<file path="config.mk">
export PLATFORM = sky130hd
export DESIGN_NAME = id_ex_stage_flat
export DESIGN_NICKNAME = d
export VERILOG_FILES = /design/src/rtl/id_ex_if.sv /design/src/rtl/id_ex_stage.sv /design/src/flat_wrapper.sv
export SDC_FILE = /design/constraint.sdc
export NUM_CORES = 1
export LEC_CHECK = 0
export ABC_AREA = 1
export BUFFER_PORTS_ARGS = -buffer_cell sky130_fd_sc_hd__buf_2
export CAP_MARGIN = 5
export CORE_AREA = 2 2 125 127
export DETAILED_ROUTE_END_ITERATION = 16
export DIE_AREA = 0 0 127 129
export HOLD_SLACK_MARGIN = 0.06
export PLACE_DENSITY = 0.84
export SLEW_MARGIN = 25
export SYNTH_ARGS = -nofsm -noshare
export SYNTH_HDL_FRONTEND = slang
export SYNTH_SLANG_ARGS = --single-unit
export TNS_END_PERCENT = 50
</file>
<file path="constraint.sdc">
create_clock -name clk -period 3.9 [get_ports clk]
set_input_delay 0.39 -clock clk [delete_from_list [all_inputs] [get_ports clk]]
set_output_delay 0.39 -clock clk [all_outputs]
set_load 0.01 [all_outputs]
</file>
<file path="src/rtl/id_ex_if.sv">
// Decode/execute stage bus: decode fields in, MEM/WB forwarding sources in, execute fields out.
// The stage itself uses the slave modport; the surrounding pipeline (or bench) uses master.
interface id_ex_if;
  logic        ValidD;
  logic [31:0] RD1D;
  logic [31:0] RD2D;
  logic [4:0]  Rs1D;
  logic [4:0]  Rs2D;
  logic [4:0]  RdD;
  logic [31:0] ExtImmD;
  logic [2:0]  ALUFuncD;
  logic        OpBSrcD;
  logic        RegWriteD;
  logic        MemReadD;
  logic        MemWriteD;
  logic        FlushE;
  logic [31:0] ALUResultM;
  logic [4:0]  RdM;
  logic        RegWriteM;
  logic        ValidM;
  logic [31:0] ResultW;
  logic [4:0]  RdW;
  logic        RegWriteW;
  logic        ValidW;
  logic [31:0] OpA;
  logic [31:0] OpB;
  logic [31:0] ExtImmE;
  logic [2:0]  ALUFuncE;
  logic        OpBSrcE;
  logic [4:0]  RdE;
  logic [4:0]  Rs1E;
  logic [4:0]  Rs2E;
  logic        RegWriteE;
  logic        MemReadE;
  logic        MemWriteE;
  logic        ValidE;
  logic        StallD;

  modport slave (
    input  ValidD, RD1D, RD2D, Rs1D, Rs2D, RdD, ExtImmD, ALUFuncD, OpBSrcD,
    input  RegWriteD, MemReadD, MemWriteD, FlushE,
    input  ALUResultM, RdM, RegWriteM, ValidM, ResultW, RdW, RegWriteW, ValidW,
    output OpA, OpB, ExtImmE, ALUFuncE, OpBSrcE, RdE, Rs1E, Rs2E,
    output RegWriteE, MemReadE, MemWriteE, ValidE, StallD
  );

  modport master (
    output ValidD, RD1D, RD2D, Rs1D, Rs2D, RdD, ExtImmD, ALUFuncD, OpBSrcD,
    output RegWriteD, MemReadD, MemWriteD, FlushE,
    output ALUResultM, RdM, RegWriteM, ValidM, ResultW, RdW, RegWriteW, ValidW,
    input  OpA, OpB, ExtImmE, ALUFuncE, OpBSrcE, RdE, Rs1E, Rs2E,
    input  RegWriteE, MemReadE, MemWriteE, ValidE, StallD
  );
endinterface

</file>
<file path="src/rtl/id_ex_stage.sv">
// ID/EX pipeline register with MEM/WB operand forwarding, load-use stall detection and flush.
// A flush or load-use hazard turns the entering instruction into an all-zero bubble.
module id_ex_stage (
  input logic     clk,
  input logic     reset,
  id_ex_if.slave  io
);

  logic        valid_q,     valid_d;
  logic [31:0] rd1_q,       rd1_d;
  logic [31:0] rd2_q,       rd2_d;
  logic [31:0] imm_q,       imm_d;
  logic [2:0]  func_q,      func_d;
  logic        opb_src_q,   opb_src_d;
  logic [4:0]  rd_q,        rd_d;
  logic [4:0]  rs1_q,       rs1_d;
  logic [4:0]  rs2_q,       rs2_d;
  logic        reg_write_q, reg_write_d;
  logic        mem_read_q,  mem_read_d;
  logic        mem_write_q, mem_write_d;

  logic stall;
  logic bubble;

  always_comb begin
    stall = valid_q & mem_read_q & (rd_q != 5'd0) & io.ValidD &
            ((rd_q == io.Rs1D) | (rd_q == io.Rs2D)) & ~io.FlushE;
    bubble = io.FlushE | stall;
  end

  always_comb begin
    valid_d     = 1'b0;
    rd1_d       = '0;
    rd2_d       = '0;
    imm_d       = '0;
    func_d      = 3'b000;
    opb_src_d   = 1'b0;
    rd_d        = '0;
    rs1_d       = '0;
    rs2_d       = '0;
    reg_write_d = 1'b0;
    mem_read_d  = 1'b0;
    mem_write_d = 1'b0;
    if (!bubble) begin
      valid_d     = io.ValidD;
      rd1_d       = io.RD1D;
      rd2_d       = io.RD2D;
      imm_d       = io.ExtImmD;
      func_d      = io.ALUFuncD;
      opb_src_d   = io.OpBSrcD;
      rd_d        = io.RdD;
      rs1_d       = io.Rs1D;
      rs2_d       = io.Rs2D;
      reg_write_d = io.RegWriteD;
      mem_read_d  = io.MemReadD;
      mem_write_d = io.MemWriteD;
    end
  end

  always_ff @(posedge clk or posedge reset) begin
    if (reset) begin
      valid_q     <= 1'b0;
      rd1_q       <= '0;
      rd2_q       <= '0;
      imm_q       <= '0;
      func_q      <= 3'b000;
      opb_src_q   <= 1'b0;
      rd_q        <= '0;
      rs1_q       <= '0;
      rs2_q       <= '0;
      reg_write_q <= 1'b0;
      mem_read_q  <= 1'b0;
      mem_write_q <= 1'b0;
    end else begin
      valid_q     <= valid_d;
      rd1_q       <= rd1_d;
      rd2_q       <= rd2_d;
      imm_q       <= imm_d;
      func_q      <= func_d;
      opb_src_q   <= opb_src_d;
      rd_q        <= rd_d;
      rs1_q       <= rs1_d;
      rs2_q       <= rs2_d;
      reg_write_q <= reg_write_d;
      mem_read_q  <= mem_read_d;
      mem_write_q <= mem_write_d;
    end
  end

  // MEM beats WB; x0 is never forwarded. Registered operands stay untouched.
  logic m_en, w_en;
  always_comb begin
    m_en = io.RegWriteM & io.ValidM & (io.RdM != 5'd0);
    w_en = io.RegWriteW & io.ValidW & (io.RdW != 5'd0);

    if (m_en && (io.RdM == rs1_q))      io.OpA = io.ALUResultM;
    else if (w_en && (io.RdW == rs1_q)) io.OpA = io.ResultW;
    else                                io.OpA = rd1_q;

    if (m_en && (io.RdM == rs2_q))      io.OpB = io.ALUResultM;
    else if (w_en && (io.RdW == rs2_q)) io.OpB = io.ResultW;
    else                                io.OpB = rd2_q;
  end

  assign io.ExtImmE   = imm_q;
  assign io.ALUFuncE  = func_q;
  assign io.OpBSrcE   = opb_src_q;
  assign io.RdE       = rd_q;
  assign io.Rs1E      = rs1_q;
  assign io.Rs2E      = rs2_q;
  assign io.RegWriteE = reg_write_q;
  assign io.MemReadE  = mem_read_q;
  assign io.MemWriteE = mem_write_q;
  assign io.ValidE    = valid_q;
  assign io.StallD    = stall;

endmodule

</file>
<file path="src/flat_wrapper.sv">
// flat-port wrapper written by rule: the top's interface ports become plain ports
module id_ex_stage_flat 
  (clk, reset, io_ValidD, io_RD1D, io_RD2D, io_Rs1D, io_Rs2D, io_RdD, io_ExtImmD, io_ALUFuncD, io_OpBSrcD, io_RegWriteD, io_MemReadD, io_MemWriteD, io_FlushE, io_ALUResultM, io_RdM, io_RegWriteM, io_ValidM, io_ResultW, io_RdW, io_RegWriteW, io_ValidW, io_OpA, io_OpB, io_ExtImmE, io_ALUFuncE, io_OpBSrcE, io_RdE, io_Rs1E, io_Rs2E, io_RegWriteE, io_MemReadE, io_MemWriteE, io_ValidE, io_StallD);
  id_ex_if io_i ();
  input logic clk;
  input logic reset;
  input wire logic [$bits(io_i.ValidD)-1:0] io_ValidD;
  input wire logic [$bits(io_i.RD1D)-1:0] io_RD1D;
  input wire logic [$bits(io_i.RD2D)-1:0] io_RD2D;
  input wire logic [$bits(io_i.Rs1D)-1:0] io_Rs1D;
  input wire logic [$bits(io_i.Rs2D)-1:0] io_Rs2D;
  input wire logic [$bits(io_i.RdD)-1:0] io_RdD;
  input wire logic [$bits(io_i.ExtImmD)-1:0] io_ExtImmD;
  input wire logic [$bits(io_i.ALUFuncD)-1:0] io_ALUFuncD;
  input wire logic [$bits(io_i.OpBSrcD)-1:0] io_OpBSrcD;
  input wire logic [$bits(io_i.RegWriteD)-1:0] io_RegWriteD;
  input wire logic [$bits(io_i.MemReadD)-1:0] io_MemReadD;
  input wire logic [$bits(io_i.MemWriteD)-1:0] io_MemWriteD;
  input wire logic [$bits(io_i.FlushE)-1:0] io_FlushE;
  input wire logic [$bits(io_i.ALUResultM)-1:0] io_ALUResultM;
  input wire logic [$bits(io_i.RdM)-1:0] io_RdM;
  input wire logic [$bits(io_i.RegWriteM)-1:0] io_RegWriteM;
  input wire logic [$bits(io_i.ValidM)-1:0] io_ValidM;
  input wire logic [$bits(io_i.ResultW)-1:0] io_ResultW;
  input wire logic [$bits(io_i.RdW)-1:0] io_RdW;
  input wire logic [$bits(io_i.RegWriteW)-1:0] io_RegWriteW;
  input wire logic [$bits(io_i.ValidW)-1:0] io_ValidW;
  output wire logic [$bits(io_i.OpA)-1:0] io_OpA;
  output wire logic [$bits(io_i.OpB)-1:0] io_OpB;
  output wire logic [$bits(io_i.ExtImmE)-1:0] io_ExtImmE;
  output wire logic [$bits(io_i.ALUFuncE)-1:0] io_ALUFuncE;
  output wire logic [$bits(io_i.OpBSrcE)-1:0] io_OpBSrcE;
  output wire logic [$bits(io_i.RdE)-1:0] io_RdE;
  output wire logic [$bits(io_i.Rs1E)-1:0] io_Rs1E;
  output wire logic [$bits(io_i.Rs2E)-1:0] io_Rs2E;
  output wire logic [$bits(io_i.RegWriteE)-1:0] io_RegWriteE;
  output wire logic [$bits(io_i.MemReadE)-1:0] io_MemReadE;
  output wire logic [$bits(io_i.MemWriteE)-1:0] io_MemWriteE;
  output wire logic [$bits(io_i.ValidE)-1:0] io_ValidE;
  output wire logic [$bits(io_i.StallD)-1:0] io_StallD;
  assign io_i.ValidD = io_ValidD;
  assign io_i.RD1D = io_RD1D;
  assign io_i.RD2D = io_RD2D;
  assign io_i.Rs1D = io_Rs1D;
  assign io_i.Rs2D = io_Rs2D;
  assign io_i.RdD = io_RdD;
  assign io_i.ExtImmD = io_ExtImmD;
  assign io_i.ALUFuncD = io_ALUFuncD;
  assign io_i.OpBSrcD = io_OpBSrcD;
  assign io_i.RegWriteD = io_RegWriteD;
  assign io_i.MemReadD = io_MemReadD;
  assign io_i.MemWriteD = io_MemWriteD;
  assign io_i.FlushE = io_FlushE;
  assign io_i.ALUResultM = io_ALUResultM;
  assign io_i.RdM = io_RdM;
  assign io_i.RegWriteM = io_RegWriteM;
  assign io_i.ValidM = io_ValidM;
  assign io_i.ResultW = io_ResultW;
  assign io_i.RdW = io_RdW;
  assign io_i.RegWriteW = io_RegWriteW;
  assign io_i.ValidW = io_ValidW;
  assign io_OpA = io_i.OpA;
  assign io_OpB = io_i.OpB;
  assign io_ExtImmE = io_i.ExtImmE;
  assign io_ALUFuncE = io_i.ALUFuncE;
  assign io_OpBSrcE = io_i.OpBSrcE;
  assign io_RdE = io_i.RdE;
  assign io_Rs1E = io_i.Rs1E;
  assign io_Rs2E = io_i.Rs2E;
  assign io_RegWriteE = io_i.RegWriteE;
  assign io_MemReadE = io_i.MemReadE;
  assign io_MemWriteE = io_i.MemWriteE;
  assign io_ValidE = io_i.ValidE;
  assign io_StallD = io_i.StallD;
  id_ex_stage u_core (.clk(clk), .reset(reset), .io(io_i));
endmodule
</file>
# Word-level counts from Yosys, hierarchy flattened
# Cells that the tools add are included.
# totals
regBits	119
elab_cells	53
# classes
eq_ne	6
n_mux	16
bitwise	12
reduce_logical	7
# op_table
cell	count
two-way mux 32 bit	7
== test 5 bit	6
two-way mux 5 bit	3
nonzero test 5 bit	3
bitwise AND 1 bit	9
two-way mux 1 bit	5
logical AND 1 bit	4
two-way mux 3 bit	1
bitwise OR 1 bit	2
inverter 1 bit	1

# Logic depth before layout (Yosys ltp)
# Gate-level depths: netlist (run 1).
# depth
depth_word	7
depth_mapped	11

# Worst setup path after synthesis (run 1)
# Ideal clock, no wire load.
# synth_timing
path_kind	reg-to-output
from	register u_core.rs1_q[4], in the netlist u_core.io.Rs1E[4]
to	output port io_OpA[10]
t_arrival_ns	1.321
slack_ns	2.189
path_stages_with_launch	8
path_buffers	1
cell_sequence	dfrtp_1 > xor2_1 > nor2_1 > nand2_2 > buf_6 > nand2_1 > nand3_1 > nand2_1
# synth_via
elab_chain_len	4
word_cells_on_any_way	6
# synth_lines
item	line	text
start, declared	id_ex_stage.sv:16	logic [4:0] rs1_q, rs1_d;
start signal, assigned	id_ex_stage.sv:82	rs1_q <= rs1_d;
== test 5 bit	id_ex_stage.sv:97	else if (w_en && (io.RdW == rs1_q)) io.OpA = io.ResultW;
logical AND 1 bit	id_ex_stage.sv:97	
two-way mux 32 bit	id_ex_stage.sv:97	
two-way mux 32 bit (*)	id_ex_stage.sv:96	if (m_en && (io.RdM == rs1_q)) io.OpA = io.ALUResultM;
end, declared	flat_wrapper.sv:28	output wire logic [$bits(io_i.OpA)-1:0] io_OpA;
# Every way passes the cells marked *; elsewhere a longest branch is shown, timed or not.

# Final worst setup path (run 1)
# layout_timing
from	register u_core.rs1_q[2], in the netlist u_core.io.Rs1E[2]
to	output port io_OpA[22]
# Same word-level chain as after synthesis.

==> results of run 1 <==
tightest hold or removal path, cell delays in order:
cell and delay, ns:
buf_2 0.12, inv_4 0.05, buf_12 0.46
path summary, 6_finish.rpt:
kind | start | end | slack [ns] | depth (start not counted)
setup / recovery | u_core.io.Rs1E[2] | io_OpA[22] | 0.84 | 8
hold / removal | reset | u_core.rd1_q[27] | 0.14 | 3
setup reg to reg | u_core.io.RdE[1] | u_core.rd2_q[7] | 1.69 | 8
hold reg to reg | u_core.io.ValidE | u_core.io.MemWriteE | 1.27 | 5
max in group asynchronous | reset | u_core.io.ExtImmE[31] | 3.29 | 3
min in group clk | io_ExtImmD[14] | u_core.io.ExtImmE[14] | 0.18 | 3
metal layers:
metal  vias up  routed length (um)
met5         -                   0
met4         0                 499
met1      3138                8340
met2       387               10500
li1       3329                   -
met3        50                2110
sequential cells by signal, summed over array words and instances, names as in the netlist, 3 cells and up:
signal and cells:
u_core.io.ExtImmE 32, u_core.rd1_q 32, u_core.io.Rs1E 5, u_core.io.Rs2E 5, u_core.rd2_q 32, u_core.io.ALUFuncE 3
u_core.io.RdE 5
cells in the final DEF (no fill, tap or decap), types with 3 or more instances in the layout:
master / netlist / final
nand3_1: 199 / 199
xor2_1: 14 / 14
bufinv_16: 0 / 3
inv_1: 231 / 230
nor2_2: 2 / 4
nand2_1: 162 / 161
dfrtp_1: 119 / 119
buf_4: 1 / 12
diode_2: 0 / 3
buf_2: 24 / 319
clkinv_4: 0 / 5
xnor2_1: 8 / 8
nor2_1: 132 / 130
clkbuf_16: 0 / 17
logic make-up (layout without fill, tap and decap cells):
| logic type | Yosys count | count (layout) | share of synthesized area [%] |
|---|---|---|---|
| other cells | 0 | 3 | 0 |
| flops | 119 | 119 | 45.3 |
| simple gates | 504 | 504 | 33.2 |
| buf+inv | 280 | 595 | 18.6 |
| xor+xnor | 22 | 22 | 2.93 |
stage by stage:
step | hold WS, ns | cells | utilization [%] | total power [mW] | worst slack, ns
after floorplan | 0.496 | 925 | - | 1.63 | 0.353
after global placement | 0.598 | 1396 | 54.7 | 1.87 | 1.29
after detailed placement | 0.603 | 1396 | 54.7 | 1.88 | 1.21
after CTS | 0.162 | 1428 | 58.8 | 3.50 | 0.868
after global routing | 0.163 | 1428 | 58.8 | 3.63 | 0.663
final | 0.143 | 1431 | 58.8 | 3.47 | 0.841
report_power, final:
group / switching [mW] / total [mW] / internal (mW)
combinational: 0.338 / 0.545 / 0.206
clock: 0.577 / 1.61 / 1.03
sequential: 0.0263 / 1.32 / 1.30
total: 0.941 / 3.47 / 2.53
layout make-up:
class | instances | area, um2
fillers | 1412 | 6160
clock buffers | 19 | 443
repair buffers | 332 | 1710
clock inverters | 13 | 171
well taps | 188 | 235
multi-input cells | 526 | 2400
flip-flops and latches | 119 | 2980
inverters | 231 | 870
diodes | 3 | 7.51
==> key figures, run 1 <==
STA
  • Maximum clock rate: about 330 MHz
  • Final period demand of the worst path: about 3.1 ns
  • Headroom to the max-slew limit: a little under half
  • # setup viols final: 0
  • Clock Skews: 0.00588 ns
  • Final period util: 78.4%
  • RSZ-0062 raised after global routing: no
  • Fin. max-slew vios: 0
  • Measured slew at the worst slew-check pin: 0.786 ns
  • Final Hold Fails: 0
  • Setup TNS: 0 ns

Pwr
  • VDD IR-drop max: 354 uV
  • Leakage: 5.69 nW
  • P per Cell Area: 394 nW/um2

Synthesis
  • Flip-flop and latch count after synthesis: 119
  • Post-synth top cells: inv_1 (231), nand3_1 (199), nand2_1 (162)
  • Gate Count Post-Synth: 925
  • Area of the mapped netlist: 6580 um2
  • Post-synth ARST share: 100%
  • Largest cells by area after synthesis: dfrtp_1 (45%), nand3_1 (15%), inv_1 (13%)
  • Yosys Warn Count: 0
  • Area share of the largest cell type after synthesis: 45.3%
  • Top cell type by total area after synthesis: dfrtp_1
  • Avg Synthesized Cell Area: 7.11 um2
  • Synthesized Nets: 1125
  • Post-synth EDFFs: 0
  • Top-count cell post-synth: inv_1
  • Distinct cells, synth: 17
  • Top FF cell, synth: dfrtp_1
  • Post-synthesis sequential area ratio: around 45%

Worst setup path
  • Worst Path Max Fanout: 33
  • Critical Path Start Type: flip-flop
  • Worst-path cell chain: xor2_1 > nor2_2 > buf_4 > nand3_1 > buf_4 > nand3_1 > nand2_1 > buf_2
  • CP bufs+invs: 3
  • WP data required: 3.51 ns
  • CP max stage cell: dfrtp_1
  • Crit path largest cell delay: 0.43 ns
  • Worst setup EP type: output pin
  • Crit path DAT: 2.67 ns
  • Critical path class: reg -> out
  • Top Family by Delay on Critical Path: buffers and inverters

Clocking
  • Worst-path clk slew: 0.06 ns
  • CTS tree: done
  • Htree depth: 4
  • Setup bufs post-CTS: 0
  • Clock buffer count from CTS: 17
  • # resized after CTS: 0
  • CTS sink count: 119
  • Hold-fix buffers, CTS: 0
  • CTS root buffer: clkbuf_16
  • CTS Buffer Depth: 2
  • Clk_lat worst skew: 0.41 ns

Min path
  • Worst min path class: in -> async

Die
  • Core ar.: 15000 um2
  • Initial core utilization: 43.9%
  • Chip height: roughly 130 um
  • Top Ports: 320
  • Die X: 127 um
  • # rows: 45
  • Die area: 16400 um2

Route
  • DRT Pass-1 Iters: 5
  • # DRC: 0
  • Post-DRT Antenna Nets: 0
  • WL per Instance: 15.0 um
  • DR vias: 6904
  • Via density: about 4.8
  • WL final: 21500 um
  • Iteration-0 DRC count of the detailed router: 536

Global route
  • Number of global-route vias before repair: 6674
  • Initial antenna violation count: 2
  • Met1 usage: between 30% and 40%
  • First-pass GRT wire length: ~33000 um
  • Total global routing overflow: 0
  • GRT Total Usage: a little over a quarter
  • Met3 Use GR: approximately 6.5%
  • Largest net degree at the start of global routing: 120
  • Most Crowded Layer GR: met2
  • M2 GR Usage: 44.1%

Placement
  • HPWL Detailed: 15700 um
  • Placer congestion estimate: 0.942
  • Area after DPL: 8190 um2
  • I/O Buffers: between 300 and 400

Outcome
  • Status: complete, no violations

Finish
  • Layout cells sized above 1: 30.2%
  • Synth-to-Final Area Change: 34.0%
  • Final design area excluding fillers: around 8800 um2
  • Nets: 1427

Job
  • MaxCap Viol Count: 0
No activity file was read; power rests on OpenSTA's default activity.
==> run 2: changes to the inputs <==
clock period = 3.1 ns   (was 3.9 ns; I/O delays follow)
==> run 2 against run 1 <==
Net effect: total power up 26%; first-iteration DRC count down 13%; register-to-register slack worse by 0.34 ns; via count up 1.7%; worst hold slack worse by 0.086 ns; critical path type unchanged; critical path depth unchanged; count of clock-buffer cells in the layout down 1; clock power up 26%; final cell count down 0.21%; non-clock buffer count unchanged; critical endpoint is now io_OpA[6].
==> key figures, run 2 (synthesis results as in run 1) <==
Placement
  • Placer congestion estimate: roughly 0.91
  • HPWL Detailed: 16000 um
  • I/O Buffers: ~320
  • Area after DPL: 8230 um2
  • Dpl ws: 0.773 ns

STA
  • Worst hold slack: 0.0562 ns
  • Clock Skews: 0.00994 ns
  • Fin. max-slew vios: 0
  • Post-route setup slack: about 0.33 ns
  • Final period util: between 80% and 90%
  • Setup TNS: 0 ns
  • RSZ-0062 raised after global routing: no
  • Measured slew at the worst slew-check pin: 0.718 ns
  • Maximum clock rate: 362 MHz
  • # setup viols final: 0
  • Final period demand of the worst path: 2.77 ns
  • Final Hold Fails: 0
  • Headroom to the max-slew limit: 52.0%

Worst setup path
  • WP data required: 2.79 ns
  • CP max stage cell: nand3_1
  • Worst setup EP type: output pin
  • CP bufs+invs: 2
  • Reg2reg path depth: 8
  • Worst Path Max Fanout: 20
  • Top Family by Delay on Critical Path: simple AND/OR/NAND/NOR gates
  • Crit path DAT: about 2.5 ns
  • Worst-path cell chain: xnor2_1 > nand2_1 > nor2_1 > nand3_1 > buf_12 > nand3_1 > nand2_1 > buf_2
  • Critical path class: reg -> out
  • WP depth: 8
  • Crit path largest cell delay: roughly 0.49 ns
  • Critical Path Start Type: flip-flop

Route
  • WL final: 21700 um
  • WL per Instance: 15.2 um
  • Post-DRT Antenna Nets: 0
  • Iteration-0 DRC count of the detailed router: 466
  • Via density: 4.92
  • # DRC: 0
  • DRT Pass-1 Iters: 5
  • DR vias: 7019

Finish
  • Final design area excluding fillers: 8840 um2
  • Fillers: 1396
  • Layout Utilization: slightly below 60%
  • Most frequent cells in the layout: buf_2 (319), inv_1 (230), nand3_1 (199)
  • Synth-to-Final Area Change: 34.5%
  • Area of the multi-input gates: roughly 2400 um2
  • Nets: 1427
  • Layout cells sized above 1: 30.3%
  • Most common cell after layout, fill and taps aside: buf_2
  • Register area: 2980 um2

Clocking
  • CTS sink count: 119
  • Setup bufs post-CTS: 0
  • Clk_lat worst skew: 0.42 ns
  • CTS root buffer: clkbuf_16
  • # resized after CTS: 0
  • Clock buffer count from CTS: 17
  • Worst-path clk slew: 0.06 ns
  • CTS Buffer Depth: 2
  • Hold-fix buffers, CTS: 0
  • CTS tree: done
  • Htree depth: 4

Die
  • Core ar.: about 15000 um2
  • Initial core utilization: 43.9%
  • Top Ports: 320
  • # rows: 45
  • Die X: 127 um
  • Die area: about 16000 um2
  • Chip height: 129 um

Global route
  • Most Crowded Layer GR: met2
  • Initial antenna violation count: 1
  • GRT Total Usage: a little over a quarter
  • Largest net degree at the start of global routing: 120
  • Total global routing overflow: 0
  • Met1 usage: roughly 32%
  • Met3 Use GR: ~6.7%
  • M2 GR Usage: between 40% and 50%
  • Number of global-route vias before repair: 6891
  • First-pass GRT wire length: 33800 um

Job
  • MaxCap Viol Count: 0

Pwr
  • VDD IR-drop max: 360 uV
  • P per Cell Area: 495 nW/um2
  • Leakage: 5.69 nW

Outcome
  • Status: complete, no violations

Min path
  • Worst min path class: in -> async
-- run 2: changes by cell type in the layout (fill, tap and decap cells not counted), sizes merged --
cell      change
clkinv        -3
clkinvlp      +2
diode         -2
clkbuf        -1
inv           +1
-- run 2: layout make-up --
type                            count  share of cell area (%)
Sequential cell                   119                    33.7
Antenna cell                        1                  0.0283
Tap cell                          188                    2.66
Multi-Input combinational cell    526                    27.2
Clock buffer                       18                    4.97
Inverter                          231                    9.85
Timing Repair Buffer              332                    19.7
Clock inverter                     13                    1.92
-- run 2: tightest hold or removal path, cell delays in order --
cell and delay, ns:
buf_2 0.12, clkinvlp_4 0.08, buf_12 0.44
-- run 2: stage by stage --
step,power (mW),std cells
finish,4.38,1428
global route,4.58,1427
CTS,4.41,1427
detailed placement,2.37,1396
global placement,2.36,1396
floorplan,2.05,925
-- run 2: path summary, 6_finish.rpt --
check | start | to | slack, ns
max reg2reg | u_core.io.RdE[0] | u_core.io.ExtImmE[30] | 1.35
min | reset | u_core.io.ExtImmE[5] | 0.06
min reg2reg | u_core.io.MemReadE | u_core.io.Rs1E[2] | 1.03
max | u_core.io.Rs1E[1] | io_OpA[6] | 0.33
min in group clk | io_ExtImmD[21] | u_core.io.ExtImmE[21] | 0.09
max in group asynchronous | reset | u_core.rd2_q[13] | 2.49
-- run 2: per-layer routing --
layer  part of all wire [%]  up-vias
li1                       -     3330
met1                     39     3201
met2                     48      421
met3                    9.1       67
met4                    3.8        0
met5                      0        -
-- run 2: where the power goes --
group          switching, mW  leakage (nW)  internal, mW
Combinational          0.427          3.87         0.262
Clock                  0.736         0.290          1.29
Sequential            0.0328          1.53          1.63
==> run 3: changes to the inputs <==
--- a/config.mk
+++ b/config.mk
@@ -8,9 +8,9 @@
 export ABC_AREA = 1
-export BUFFER_PORTS_ARGS = -buffer_cell sky130_fd_sc_hd__buf_2
+export BUFFER_PORTS_ARGS = -buffer_cell sky130_fd_sc_hd__buf_4
 export CAP_MARGIN = 5
-export CORE_AREA = 2 2 125 127
+export CORE_AREA = 2 2 123 125
 export DETAILED_ROUTE_END_ITERATION = 16
-export DIE_AREA = 0 0 127 129
+export DIE_AREA = 0 0 125 127
 export HOLD_SLACK_MARGIN = 0.06
-export PLACE_DENSITY = 0.84
+export PLACE_DENSITY = 0.86
 export SLEW_MARGIN = 25
--- a/constraint.sdc
+++ b/constraint.sdc
@@ -3,2 +3,2 @@
 set_output_delay 0.31 -clock clk [all_outputs]
-set_load 0.01 [all_outputs]
+set_load 0.02 [all_outputs]
==> run 3 against run 2 <==
Net effect: worst hold slack better by 0.059 ns; routed wire length down 1.4%; sequential cell count unchanged; highest routed layer unchanged; register-to-register slack worse by 0.24 ns; die area down 3.1%; clock skew down 0.0030 ns; global-route usage up 0.27 points; critical path depth unchanged; combinational power up 28%; sequential share of layout area down 2.8 points; non-clock buffer count up 2; sequential power about the same.
==> key figures, run 3 (synthesis results as in run 1) <==
Outcome
  • Status: complete, no violations

Finish
  • # diodes: 0
  • Layout cells sized above 1: 30.2%
  • Synth-to-Final Area Change: 46.5%
  • Register area: 2980 um2
  • Area of the multi-input gates: 2420 um2
  • Nets: approximately 1400
  • Fillers: 1233
  • Most common cell after layout, fill and taps aside: buf_4
  • Most frequent cells in the layout: buf_4 (329), inv_1 (230), nand3_1 (199)

Clocking
  • Clock buffer count from CTS: 17
  • Worst-path clk slew: roughly 0.06 ns
  • Clk_lat worst skew: 0.41 ns
  • Htree depth: 4
  • CTS sink count: 119
  • CTS tree: done
  • Setup bufs post-CTS: 0
  • CTS Buffer Depth: 2
  • CTS root buffer: clkbuf_16

Die
  • # rows: between 40 and 50
  • Top Ports: 320
  • Die area: 15900 um2
  • Die X: 125 um
  • Initial core utilization: 45.6%
  • Chip height: 127 um
  • Core ar.: between 10000 and 15000 um2

Worst setup path
  • Worst setup EP type: output pin
  • WP data required: 2.79 ns
  • Critical Path Start Type: flip-flop
  • Crit path DAT: 2.28 ns
  • Worst-path cell chain: xnor2_1 > nand3_1 > nor2_4 > nand2_2 > nand2_1 > nand3_1 > nand2_1 > buf_4
  • CP max stage cell: dfrtp_1
  • Worst setup path startpoint: u_core.io.Rs1E[0]
  • Setup crit end: io_OpA[12]
  • Critical path class: reg -> out
  • Crit path largest cell delay: 0.41 ns
  • Reg2reg path depth: 8
  • Worst flop-to-flop path startpoint: u_core.io.RdE[0]
  • Worst Path Max Fanout: 32
  • Slack of the worst reg-to-reg path: approximately 1.1 ns
  • Reg-to-Reg End: u_core.io.ExtImmE[10]

Placement
  • I/O Buffers: 319
  • Placer congestion estimate: 0.959
  • HPWL Detailed: 15600 um

Route
  • DR vias: 6982
  • DRT Pass-1 Iters: 8
  • WL per Instance: 15.0 um
  • # DRC: 0
  • Via density: 4.90
  • Iteration-0 DRC count of the detailed router: 470
  • Post-DRT Antenna Nets: 0
  • WL final: 21400 um

Global route
  • Initial antenna violation count: 0
  • GRT Total Usage: 27.1%
  • Largest net degree at the start of global routing: slightly below 70
  • First-pass GRT wire length: approximately 34000 um
  • Total global routing overflow: 0
  • Number of global-route vias before repair: 7127

STA
  • Fin. max-slew vios: 0
  • Final Hold Fails: 0
  • Measured slew at the worst slew-check pin: 0.720 ns
  • Clock Skews: 0.00697 ns
  • Final period util: 83.4%
  • Headroom to the max-slew limit: 51.9%
  • Setup TNS: 0 ns
  • RSZ-0062 raised after global routing: no
  • # setup viols final: 0
  • Maximum clock rate: 387 MHz
  • Final period demand of the worst path: between 2 and 3 ns

Pwr
  • VDD IR-drop max: 330 uV
  • Leakage: ~6 nW
  • P per Cell Area: ~460 nW/um2
  • Final Power: 4.44 mW

Min path
  • Hold path start: io_RD1D[26]
  • Worst min path class: in -> reg

Job
  • MaxCap Viol Count: 0
==> run 3: cell count changes in the layout (fill, tap and decap cells not counted), moves of 3 or more <==
cell	change
nor2_4	+4
buf_2	-319
clkinv_2	+3
inv_6	-3
buf_4	+320
nor2_2	-4
==> run 3: per-stage QoR <==
step / cell area, um2 / hold slack, ns / utilization (%) / setup slack, ns / std cells
after floorplan: 6580 / 0.416 / - / 1.33 / 925
after global placement: 9050 / 0.450 / 62.8 / 0.988 / 1393
after detailed placement: 9050 / 0.455 / 62.8 / 0.919 / 1393
after CTS: 9640 / 0.0965 / 66.8 / 0.522 / 1426
after global routing: 9640 / 0.106 / 66.8 / 0.366 / 1426
final: 9640 / 0.116 / 66.8 / 0.514 / 1426
==> run 3: worst max-delay path, delay by kind of cell (launching register included) <==
family / cells / cell delay [ns]
flip-flops: 1 / 0.41
buffers and inverters: 1 / 0.13
AND/OR/NAND/NOR: 6 / 1.12
XOR/XNOR: 1 / 0.20
==> run 3: worst min-delay path by stage <==
stage / to / slack (ns) / cells past startpoint
6_report: u_core.rd1_q[26] / 0.12 / 3
5_1_grt: u_core.rd2_q[23] / 0.11 / 3
4_1_cts: u_core.rd1_q[26] / 0.1 / 3
3_5_place_dp: u_core.io.ExtImmE[1] / 0.46 / 2
3_3_place_gp: u_core.io.ExtImmE[1] / 0.45 / 2
2_1_floorplan: u_core.io.ALUFuncE[0] / 0.42 / 2
==> run 3: per-layer routing <==
metal,global-route usage [%],share of wire [%]
met5,0,0
met3,7.58,9.0
met1,28.8,35
met4,12.5,3.3
met2,50.0,52
==> run 3: timing repair <==
action	CTS	global route
endpoints found under the setup margin	0	0
hold endpoints to repair	30	0
hold buffers	1	0
gates resized for setup	0	0
==> run 3: layout make-up <==
| cell class | count | share of cell area [%] |
|---|---|---|
| Clock inverter | 12 | 1.32 |
| Multi-Input combinational cell | 526 | 25.1 |
| Timing Repair Buffer | 334 | 26.6 |
| Clock buffer | 20 | 4.64 |
| Sequential cell | 119 | 30.9 |
| Inverter | 231 | 9.04 |
| Tap cell | 184 | 2.39 |
==> run 3: report_power, final <==
group / internal, mW / total, mW / switching [mW]
combinational: 0.386 / 0.883 / 0.497
sequential: 1.63 / 1.67 / 0.0340
clock: 1.20 / 1.89 / 0.691
